$ cat src/rtl/lsu_pkg.sv
`default_nettype none
// ============================================================================
//  Module      : lsu_pkg
//  Description : Shared constants, state encoding and access-legality helper
//                for the lsu_md load/store unit.
//  Revision    : 1.0 - initial release
// ============================================================================
package lsu_pkg;

    // RV32I load/store funct3 encodings
    localparam logic [2:0] F3_B  = 3'b000;
    localparam logic [2:0] F3_H  = 3'b001;
    localparam logic [2:0] F3_W  = 3'b010;
    localparam logic [2:0] F3_BU = 3'b100;
    localparam logic [2:0] F3_HU = 3'b101;

    // FSM state encoding
    localparam logic [2:0] ST_IDLE    = 3'd0;
    localparam logic [2:0] ST_RD_REQ  = 3'd1;
    localparam logic [2:0] ST_RD_DATA = 3'd2;
    localparam logic [2:0] ST_WR      = 3'd3;
    localparam logic [2:0] ST_RESP    = 3'd4;

    typedef enum logic [2:0] {
        S_IDLE    = ST_IDLE,
        S_RD_REQ  = ST_RD_REQ,
        S_RD_DATA = ST_RD_DATA,
        S_WR      = ST_WR,
        S_RESP    = ST_RESP
    } state_t;

    // Lane widths
    localparam int BYTE_W = 8;
    localparam int HALF_W = 16;

    // 1 when the request is misaligned, uses a reserved funct3, or is a
    // store with an unsigned (load-only) encoding.
    function automatic logic access_err(input logic       we,
                                        input logic [2:0] funct3,
                                        input logic [1:0] offset);
        logic err;
        case (funct3)
            F3_B, F3_BU: err = we && funct3[2];
            F3_H, F3_HU: err = offset[0] || (we && funct3[2]);
            F3_W:        err = (offset != 2'b00);
            default:     err = 1'b1;
        endcase
        return err;
    endfunction

endpackage
`default_nettype wire

$ cat src/rtl/lsu_md_align.sv
`default_nettype none
// ============================================================================
//  Module      : lsu_align
//  Description : Combinational lane logic: extracts and extends the addressed
//                byte/halfword of a memory word for loads, and merges store
//                data into that lane for read-modify-write stores.
//  Revision    : 1.0 - initial release
// ============================================================================
module lsu_align
    import lsu_pkg::*;
#(
    parameter int WIDTH = 32
) (
    input  logic [2:0]        funct3,
    input  logic [1:0]        offset,
    input  logic [WIDTH-1:0]  word,
    input  logic [HALF_W-1:0] store_data,
    output logic [WIDTH-1:0]  load_data,
    output logic [WIDTH-1:0]  merged
);

    logic [BYTE_W-1:0] w_byte;
    logic [HALF_W-1:0] w_half;

    // Little-endian lane select and sign/zero extension for loads
    always_comb begin
        w_byte = word[{offset, 3'b000} +: BYTE_W];
        w_half = word[{offset[1], 4'b0000} +: HALF_W];
        case (funct3)
            F3_B:    load_data = {{(WIDTH-BYTE_W){w_byte[BYTE_W-1]}}, w_byte};
            F3_BU:   load_data = {{(WIDTH-BYTE_W){1'b0}}, w_byte};
            F3_H:    load_data = {{(WIDTH-HALF_W){w_half[HALF_W-1]}}, w_half};
            F3_HU:   load_data = {{(WIDTH-HALF_W){1'b0}}, w_half};
            F3_W:    load_data = word;
            default: load_data = '0;
        endcase
    end

    // Replace the addressed byte (SB) or halfword (SH) of the read word
    always_comb begin
        merged = word;
        if (funct3[1:0] == 2'b00) begin
            merged[{offset, 3'b000} +: BYTE_W] = store_data[BYTE_W-1:0];
        end else begin
            merged[{offset[1], 4'b0000} +: HALF_W] = store_data;
        end
    end

endmodule
`default_nettype wire

$ cat src/rtl/lsu_md.sv
`default_nettype none
// ============================================================================
//  Module      : lsu_md
//  Description : RV32I load/store unit in front of a word-wide memory with a
//                single read/write port. Sub-word stores are done as
//                read-modify-write since the memory has no byte enables.
//  Revision    : 1.0 - initial release
// ============================================================================
module lsu_md
    import lsu_pkg::*;
#(
    parameter int WIDTH      = 32,
    parameter int WIDTH_BITS = 16
) (
    input  logic                  clk,
    input  logic                  rst_n,
    input  logic                  req_valid,
    output logic                  req_ready,
    input  logic                  req_we,
    input  logic [2:0]            req_funct3,
    input  logic [31:0]           req_addr,
    input  logic [WIDTH-1:0]      req_wdata,
    output logic                  resp_valid,
    output logic                  resp_err,
    output logic [WIDTH-1:0]      resp_rdata,
    output logic                  mem_ren,
    output logic                  mem_wen,
    output logic [WIDTH_BITS-1:0] mem_addr,
    output logic [WIDTH-1:0]      mem_wdata,
    input  logic [WIDTH-1:0]      mem_rdata
);

    state_t            r_state;
    state_t            w_next;
    logic              r_we;
    logic [2:0]        r_funct3;
    logic [1:0]        r_offset;
    logic [HALF_W-1:0] r_wdata;

    logic              w_accept;
    logic              w_err;
    logic [WIDTH-1:0]  w_load_data;
    logic [WIDTH-1:0]  w_merged;
    // Address bits above the memory size are deliberately dropped (wrap)
    logic              w_unused_addr;

    assign w_unused_addr = &{1'b0, req_addr[31:WIDTH_BITS+2]};

    assign req_ready  = (r_state == S_IDLE);
    assign resp_valid = (r_state == S_RESP);
    assign mem_ren    = (r_state == S_RD_REQ);
    assign mem_wen    = (r_state == S_WR);

    assign w_accept = req_valid && req_ready;
    assign w_err    = access_err(req_we, req_funct3, req_addr[1:0]);

    lsu_align #(
        .WIDTH (WIDTH)
    ) u_align (
        .funct3     (r_funct3),
        .offset     (r_offset),
        .word       (mem_rdata),
        .store_data (r_wdata),
        .load_data  (w_load_data),
        .merged     (w_merged)
    );

    // State register; reset aborts any access in flight
    always_ff @(posedge clk or negedge rst_n) begin
        if (!rst_n) begin
            r_state <= S_IDLE;
        end else begin
            r_state <= w_next;
        end
    end

    // Next-state: errors skip memory, SW writes directly, all else reads first
    always_comb begin
        w_next = r_state;
        case (r_state)
            S_IDLE: begin
                if (req_valid) begin
                    if (w_err) begin
                        w_next = S_RESP;
                    end else if (req_we && (req_funct3 == F3_W)) begin
                        w_next = S_WR;
                    end else begin
                        w_next = S_RD_REQ;
                    end
                end
            end
            S_RD_REQ:  w_next = S_RD_DATA;
            S_RD_DATA: w_next = r_we ? S_WR : S_RESP;
            S_WR:      w_next = S_RESP;
            S_RESP:    w_next = S_IDLE;
            default:   w_next = S_IDLE;
        endcase
    end

    // Request capture and memory write-data staging
    always_ff @(posedge clk or negedge rst_n) begin
        if (!rst_n) begin
            r_we      <= 1'b0;
            r_funct3  <= 3'b000;
            r_offset  <= 2'b00;
            r_wdata   <= '0;
            mem_addr  <= '0;
            mem_wdata <= '0;
        end else if (w_accept) begin
            r_we     <= req_we;
            r_funct3 <= req_funct3;
            r_offset <= req_addr[1:0];
            r_wdata  <= req_wdata[HALF_W-1:0];
            mem_addr <= req_addr[WIDTH_BITS+1:2];
            if (req_we && (req_funct3 == F3_W)) begin
                mem_wdata <= req_wdata;
            end
        end else if ((r_state == S_RD_DATA) && r_we) begin
            mem_wdata <= w_merged;
        end
    end

    // Response registers: cleared on accept, loaded when RESP is entered
    always_ff @(posedge clk or negedge rst_n) begin
        if (!rst_n) begin
            resp_err   <= 1'b0;
            resp_rdata <= '0;
        end else if (w_accept) begin
            resp_err   <= w_err;
            resp_rdata <= '0;
        end else if ((r_state == S_RD_DATA) && !r_we) begin
            resp_rdata <= w_load_data;
        end
    end

endmodule
`default_nettype wire
$ cat config.mk
export PLATFORM = sky130hd
export DESIGN_NAME = lsu_md
export DESIGN_NICKNAME = d
export VERILOG_FILES = /design/src/rtl/lsu_pkg.sv /design/src/rtl/lsu_md_align.sv /design/src/rtl/lsu_md.sv
export SDC_FILE = /design/constraint.sdc
export NUM_CORES = 1
export LEC_CHECK = 0
export CAP_MARGIN = 20
export CORE_UTILIZATION = 45
export CTS_BUF_LIST = sky130_fd_sc_hd__clkbuf_8 sky130_fd_sc_hd__clkbuf_16
export DETAILED_ROUTE_END_ITERATION = 8
export PLACE_DENSITY = 0.9
export SKIP_CTS_REPAIR_TIMING = 1
export SLEW_MARGIN = 10
export SYNTH_ARGS = -nofsm -noshare
export SYNTH_HDL_FRONTEND = slang
export SYNTH_SLANG_ARGS = --single-unit
export TNS_END_PERCENT = 100
$ cat constraint.sdc
create_clock -name clk -period 5.9 [get_ports clk]
set_clock_uncertainty 0.1 [all_clocks]
set_input_delay 0.59 -clock clk [delete_from_list [all_inputs] [get_ports clk]]
set_output_delay 0.59 -clock clk [all_outputs]
set_load 0.005 [all_outputs]
Yosys cells after proc, flatten, opt, wreduce, memory -nomap -nowiden
Index checks and enable logic that the tools add are counted.
{ "word_totals": {"reg_bits": 106, "in_bits": 103, "output_inout_bits": 85, "wordCells": 63} }
{ "classes": {"addsub": 2, "n_eq_ne": 14, "shift": 6, "n_mux": 15, "n_reduce_logical": 17} }
{ "op_table": {"columns": ["operator", "n"], "rows": [
  ["two-way mux 32 bit", 6],
  ["case mux 32 bit (5 select lines)", 1],
  ["bitwise mux 32 bit", 2],
  ["variable shift 16 x 7 -> 32 bit, first input constant", 1],
  ["variable shift 8 x 7 -> 32 bit, first input constant", 1],
  ["indexed part select 16 x 7 -> 32 bit", 1],
  ["indexed part select 32 x 6 -> 16 bit", 1],
  ["indexed part select 32 x 6 -> 8 bit", 1],
  ["indexed part select 8 x 7 -> 32 bit", 1],
  ["== test 3 bit, second input constant", 5],
  ["negator 5 -> 7 bit", 2],
  ["== test 3 x 2 -> 1 bit, second input constant", 4],
  ["case mux 3 bit (4 select lines)", 1],
  ["== test 3 x 1 -> 1 bit, second input constant", 3],
  ["zero test 3 bit", 3],
  ["two-way mux 3 bit", 3],
  ["nonzero test 2 bit", 3],
  ["logical AND 1 bit", 5],
  ["OR reduction 2 bit", 2],
  ["case mux 1 bit (3 select lines)", 1],
  ["zero test 2 bit", 1],
  ["two-way mux 2 bit", 1],
  ["inequality test 2 x 1 -> 1 bit, second input constant", 1],
  ["inequality test 2 bit, second input constant", 1],
  ["other kinds (3)", 3]
]} }

Logic depth before layout (Yosys ltp)
{ "logic_depth": {"ltp_word": 6, "depth_mapped": 9, "ltp_nobuf": 6} }

Hierarchy
From an unflattened synthesis, not the netlist that was laid out.
{ "hier_totals": {"cells_unflattened": 584, "area_unflattened_um2": 5875.6} }
{ "by_module_without_submodules": {"columns": ["module", "n_inst", "cells_each", "area_per_inst_um2", "seq_area_each_um2"], "rows": [
  ["lsu_md", 1, 367, 4242.8, 2652.5],
  ["lsu_align", 1, 217, 1632.8, 0.0]
]} }

Least setup slack after synthesis
Ideal clock, no wire load.
{ "synth_timing": {"kind": "register to register", "startpoint": "reg r_offset[1]", "endpoint": "reg mem_wdata[16]", "setup_time_ps": 95, "arrival_ps": 2384, "required_ps": 5705, "path_slack_ps": 3320, "stages_incl_launch_ff": 9, "n_path_buf": 2, "period_less_slack_ps": 2580, "path_cell_list": "dfrtp_1 buf_4 clkinv_1 clkbuf_1 ha_1 or4bb_1 o21ai_2 a221oi_1 o31ai_1"} }
{ "synth_between": {"elab_chain_cells": 6, "elab_cells_between_ends": 11, "cone_classes": "add/sub: 2; shift: 4; mux: 5"} }
{ "synth_rtl": {"columns": ["item", "line", "source"], "rows": [
  ["start, declared", "lsu_md.sv:37", "logic [1:0] r_offset;"],
  ["start signal, assigned", "lsu_md.sv:112", "r_offset <= req_addr[1:0];"],
  ["negator 5 -> 7 bit, on equally long branches", "lsu_md_align.sv:45, lsu_md_align.sv:43", null],
  ["indexed part select 16 x 7 -> 32 bit (tied with other cells)", "lsu_md_align.sv:45", "merged[{offset[1], 4'b0000} +: HALF_W] = store_data;"],
  ["bitwise mux 32 bit, on equally long branches", "lsu_md_align.sv:45, lsu_md_align.sv:43", null],
  ["two-way mux 32 bit *", "lsu_md_align.sv:42", "if (funct3[1:0] == 2'b00) begin"],
  ["two-way mux 32 bit *", "lsu_md.sv:118", "end else if ((r_state == S_RD_DATA) && r_we) begin"],
  ["two-way mux 32 bit *", "lsu_md.sv:109", "end else if (w_accept) begin"],
  ["end signal, assigned", "lsu_md.sv:116", "mem_wdata <= req_wdata;"],
  ["end signal, assigned", "lsu_md.sv:119", "mem_wdata <= w_merged;"],
  ["end, declared", "lsu_md.sv:29", "output logic [WIDTH-1:0] mem_wdata,"]
]} }
Every way passes the cells marked *; elsewhere a longest branch is shown, timed or not. The select of a mux whose other input is x is not followed.
A chain may end at the register's enable or synchronous reset.

Final worst setup path
{ "layout_timing": {"startpoint": "reg r_offset[1]", "endpoint": "reg mem_wdata[1]"} }
Same word-level chain as after synthesis.

==> results.txt <==
The flow ran to the end, and the final reports show no timing, DRC or antenna violations. Setup repair after global routing left no endpoint under its margin. The worst setup path is captured at a flop. The total via count in the routed design came out at roughly 5,400. Derived from the worst setup path, the maximum achievable clock frequency is between 300 and 400 MHz.

After technology mapping, the gate count stands at 588. The clock buffer count from CTS is 9. The critical path in this run is classified as flop to flop. The die boundary width came out at ~110 um. The worst setup path is launched from a flop.

The clock network fraction of design power came out at 16.3%. The worst min-delay path class is input pin to asynchronous set/reset pin. Input and output buffers added on the ports amount to ~170. The combinational share of power is around half.

Of all nets on the critical path, the largest fanout is 21. The register-to-register setup slack came out at 2.73 ns. In this run the critical register-to-register path is launched from r_offset[1]. The net count after synthesis came out at slightly below 700. The async set-or-reset flop fraction in the synthesized netlist is 100%. The most common cell in the synthesized netlist is nand2_1. The initial antenna violation count came out at 0.

The first global-routing pass estimated between 20 and 30 mm of wire. The leakage power is ~3.4 nW. The share of the cycle needed by the critical path after routing is a little over half.

The clock transition time at the flip-flop clock pins of the worst setup and hold paths came out at roughly 0.07 ns. Sorting the synthesized cells by how often they occur yields nand2_1, dfrtp_1, a221oi_1. The net count of the finished layout is around 850. The floorplan step set the die height to ~110 um. The count of boundary I/O pins is 188. The length in cells of the worst reg-to-reg path is 7.

The number of global-route vias before repair is approximately 5,400. The number of failing hold endpoints at the final stage came to 0. The half-perimeter wire length after detailed placement came out at roughly 13 mm. The TritonCTS sink count came out at roughly 110.

After synthesis the cells add up to roughly 5600 um^2. The global placement routability congestion is between 0.8 and 0.9. The total congestion overflow came out at 0. Once layout is complete, the cells apart from fillers number slightly above 900. The pin count of the biggest net entering global routing came out at 66. The core area came out at 12,100 um^2. The area growth from synthesis to layout came out at 38.0%.

The switching share of total power came out at 38.5%. The worst endpoint data arrival time came out at about 3.3 ns. The detailed-route vias per instance is 5.95. The sequential area share after synthesis is between 40% and 50%. The worst path required time is a little over 6 ns. The latest clock arrival within the worst-skew pair is approximately 0.35 ns. The number of iterations in the first detailed-routing pass is 5.

The internal power summed over all cells came out at 2.14 mW. The maximum buffer depth of the clock tree is 2. The final routed wirelength across all metal layers is around 18 mm. The worst relative slew slack is between 40% and 50%.

The share of post-route cells with drive strength above 1 is under 10%. The worst register-to-register path ends at mem_wdata[1]. The worst slack at placement is ~2.8 ns. The total count of max-transition violations in the final report is 0. The number of different library cells used by synthesis comes to 52.

After synthesis the netlist holds a flip-flop and latch count of 106. The tree is rooted in a clkbuf_16. The starting density of the core is 46.3%.

Summed over all failing endpoints, the final setup total negative slack is 0 ns. 0 antenna diodes ended up in the layout. The largest vdd supply drop came out at 0.273 mV. TritonCTS built the clock tree.

The die covers approximately 13,000 um^2. The portion of synthesized cell area occupied by the leading cell type is 47.5%. The power per unit of standard cell area is between 400 and 500 nW/um^2. The most used flip-flop cell after synthesis is dfrtp_1. The worst-case setup margin in the final layout is around 2.7 ns. The maximum level of the CTS H-tree is 3. The number of placement rows is 40. In the post-synthesis netlist, the biggest area contributors are dfrtp_1, nand2_1, a221oi_1, o31a_1, a211oi_1.

Dividing the synthesized area by the synthesized cell count gives 9.50 um^2. The total number of yosys warnings came out at 0. Counting tap cells, the placed design contains a total of 891 instances. Across the run, the number of max-cap violations was 0. The residual DRC count came out at 0.

Setup violations remaining at the end of the flow were counted as 0. The post-synthesis cell type with the largest combined area is dfrtp_1. The slew at the pin with the worst max-slew slack came out at 0.890 ns. The average wire per cell in the routed design is ~19 um. The number of antenna-violating nets in the routed design came out at 0.

The number of flops mapped to enable cells by yosys came out at 0. The iteration-0 DRC count of the detailed router came out at 536. The proportion of power drawn by flip-flops and latches came out at between 30 and 40%. The worst hold slack is 0.164 ns. The final critical-path required period is 3.17 ns. For this run, the total global-route usage over all layers was measured as ~28%. In this run the power spent charging and discharging nets is approximately 1.3 mW.
==> through the flow <==
stage	power, mW	area (um^2)	util, %
after CTS	3.45	7670	63.6
after global placement	2.81	7360	61.0
after detailed placement	2.88	7390	61.3
after global routing	3.68	7710	63.9
after floorplan	2.13	5590	-
final	3.48	7710	63.9
==> final cells by class <==
type | instances | area (um^2)
Clock buffer | 11 | 253
Sequential cell | 106 | 2650
Timing Repair Buffer | 185 | 1850
Fill cell | 993 | 4350
Multi-Input combinational cell | 429 | 2700
Tap cell | 168 | 210
Inverter | 6 | 22.5
Clock inverter | 5 | 23.8
==> registers in the layout, summed over array words and instances (netlist names) <==
name / count
mem_addr: 16
mem_wdata: 32
r_funct3: 3
r_offset: 2
r_state: 3
r_wdata: 16
r_we: 1
resp_err: 1
resp_rdata: 32
==> worst max path at each step <==
stage	from	to	cells past startpoint
after floorplan	r_offset[1]	mem_wdata[16]	8
after global placement	r_offset[1]	mem_wdata[1]	6
after detailed placement	r_offset[1]	mem_wdata[1]	7
after CTS	r_offset[1]	mem_wdata[1]	7
after global routing	r_offset[1]	mem_wdata[5]	7
final	r_offset[1]	mem_wdata[1]	7
==> critical path: stages (launching register included) <==
cell and delay [ns]:
dfrtp_1 0.35, clkinv_1 0.54, ha_1 0.58, nor4bb_1 0.57, clkdlybuf4s15_2 0.36, a221oi_1 0.09
o31a_1 0.31, o21ai_0 0.16
==> layer usage <==
metal | global-route usage, % | share of wire (%) | up-vias
met4 | 12.2 | 3.3 | 0
li1 | - | - | 2437
met5 | 0 | 0 | -
met2 | 46.3 | 48 | 288
met3 | 6.11 | 7.8 | 47
met1 | 35.5 | 41 | 2647
==> placed cells by master (no fill, tap or decap), types with 3 or more instances in the layout <==
master and n:
a211oi_1 16, a21o_1 8, a21oi_1 18, a221o_1 8
a221o_2 10, a221oi_1 24, a222oi_1 7, a22o_1 7
a22oi_1 8, a31oi_1 15, and2_1 17, buf_4 8
clkbuf_16 9, clkdlybuf4s50_1 172, dfrtp_1 106, ha_1 5
inv_1 9, mux2_2 9, mux2i_1 11, nand2_1 153
nor2_1 21, nor2b_1 5, nor3_1 3, nor4bb_1 3
o21ai_0 20, o21ai_1 9, o31a_1 16, o31ai_1 8
==> power groups by stage <==
stage	Clock (mW)	Sequential (mW)	Combinational (mW)
after floorplan	0	1.17	0.959
after global placement	0	1.22	1.59
after detailed placement	0	1.24	1.64
after CTS	0.575	1.23	1.65
after global routing	0.604	1.26	1.82
final	0.566	1.23	1.68
==> cells by family (layout without fill, tap and decap cells) <==
logic type	Yosys count	count (layout)	share of synthesized area (%)
compound gates	182	182	24.5
simple gates	221	221	18.2
buf+inv	53	207	4.55
fa+ha+maj	5	5	1.12
mux	21	21	4.19
flops	106	106	47.5
Power figures use the tool's default switching activity.
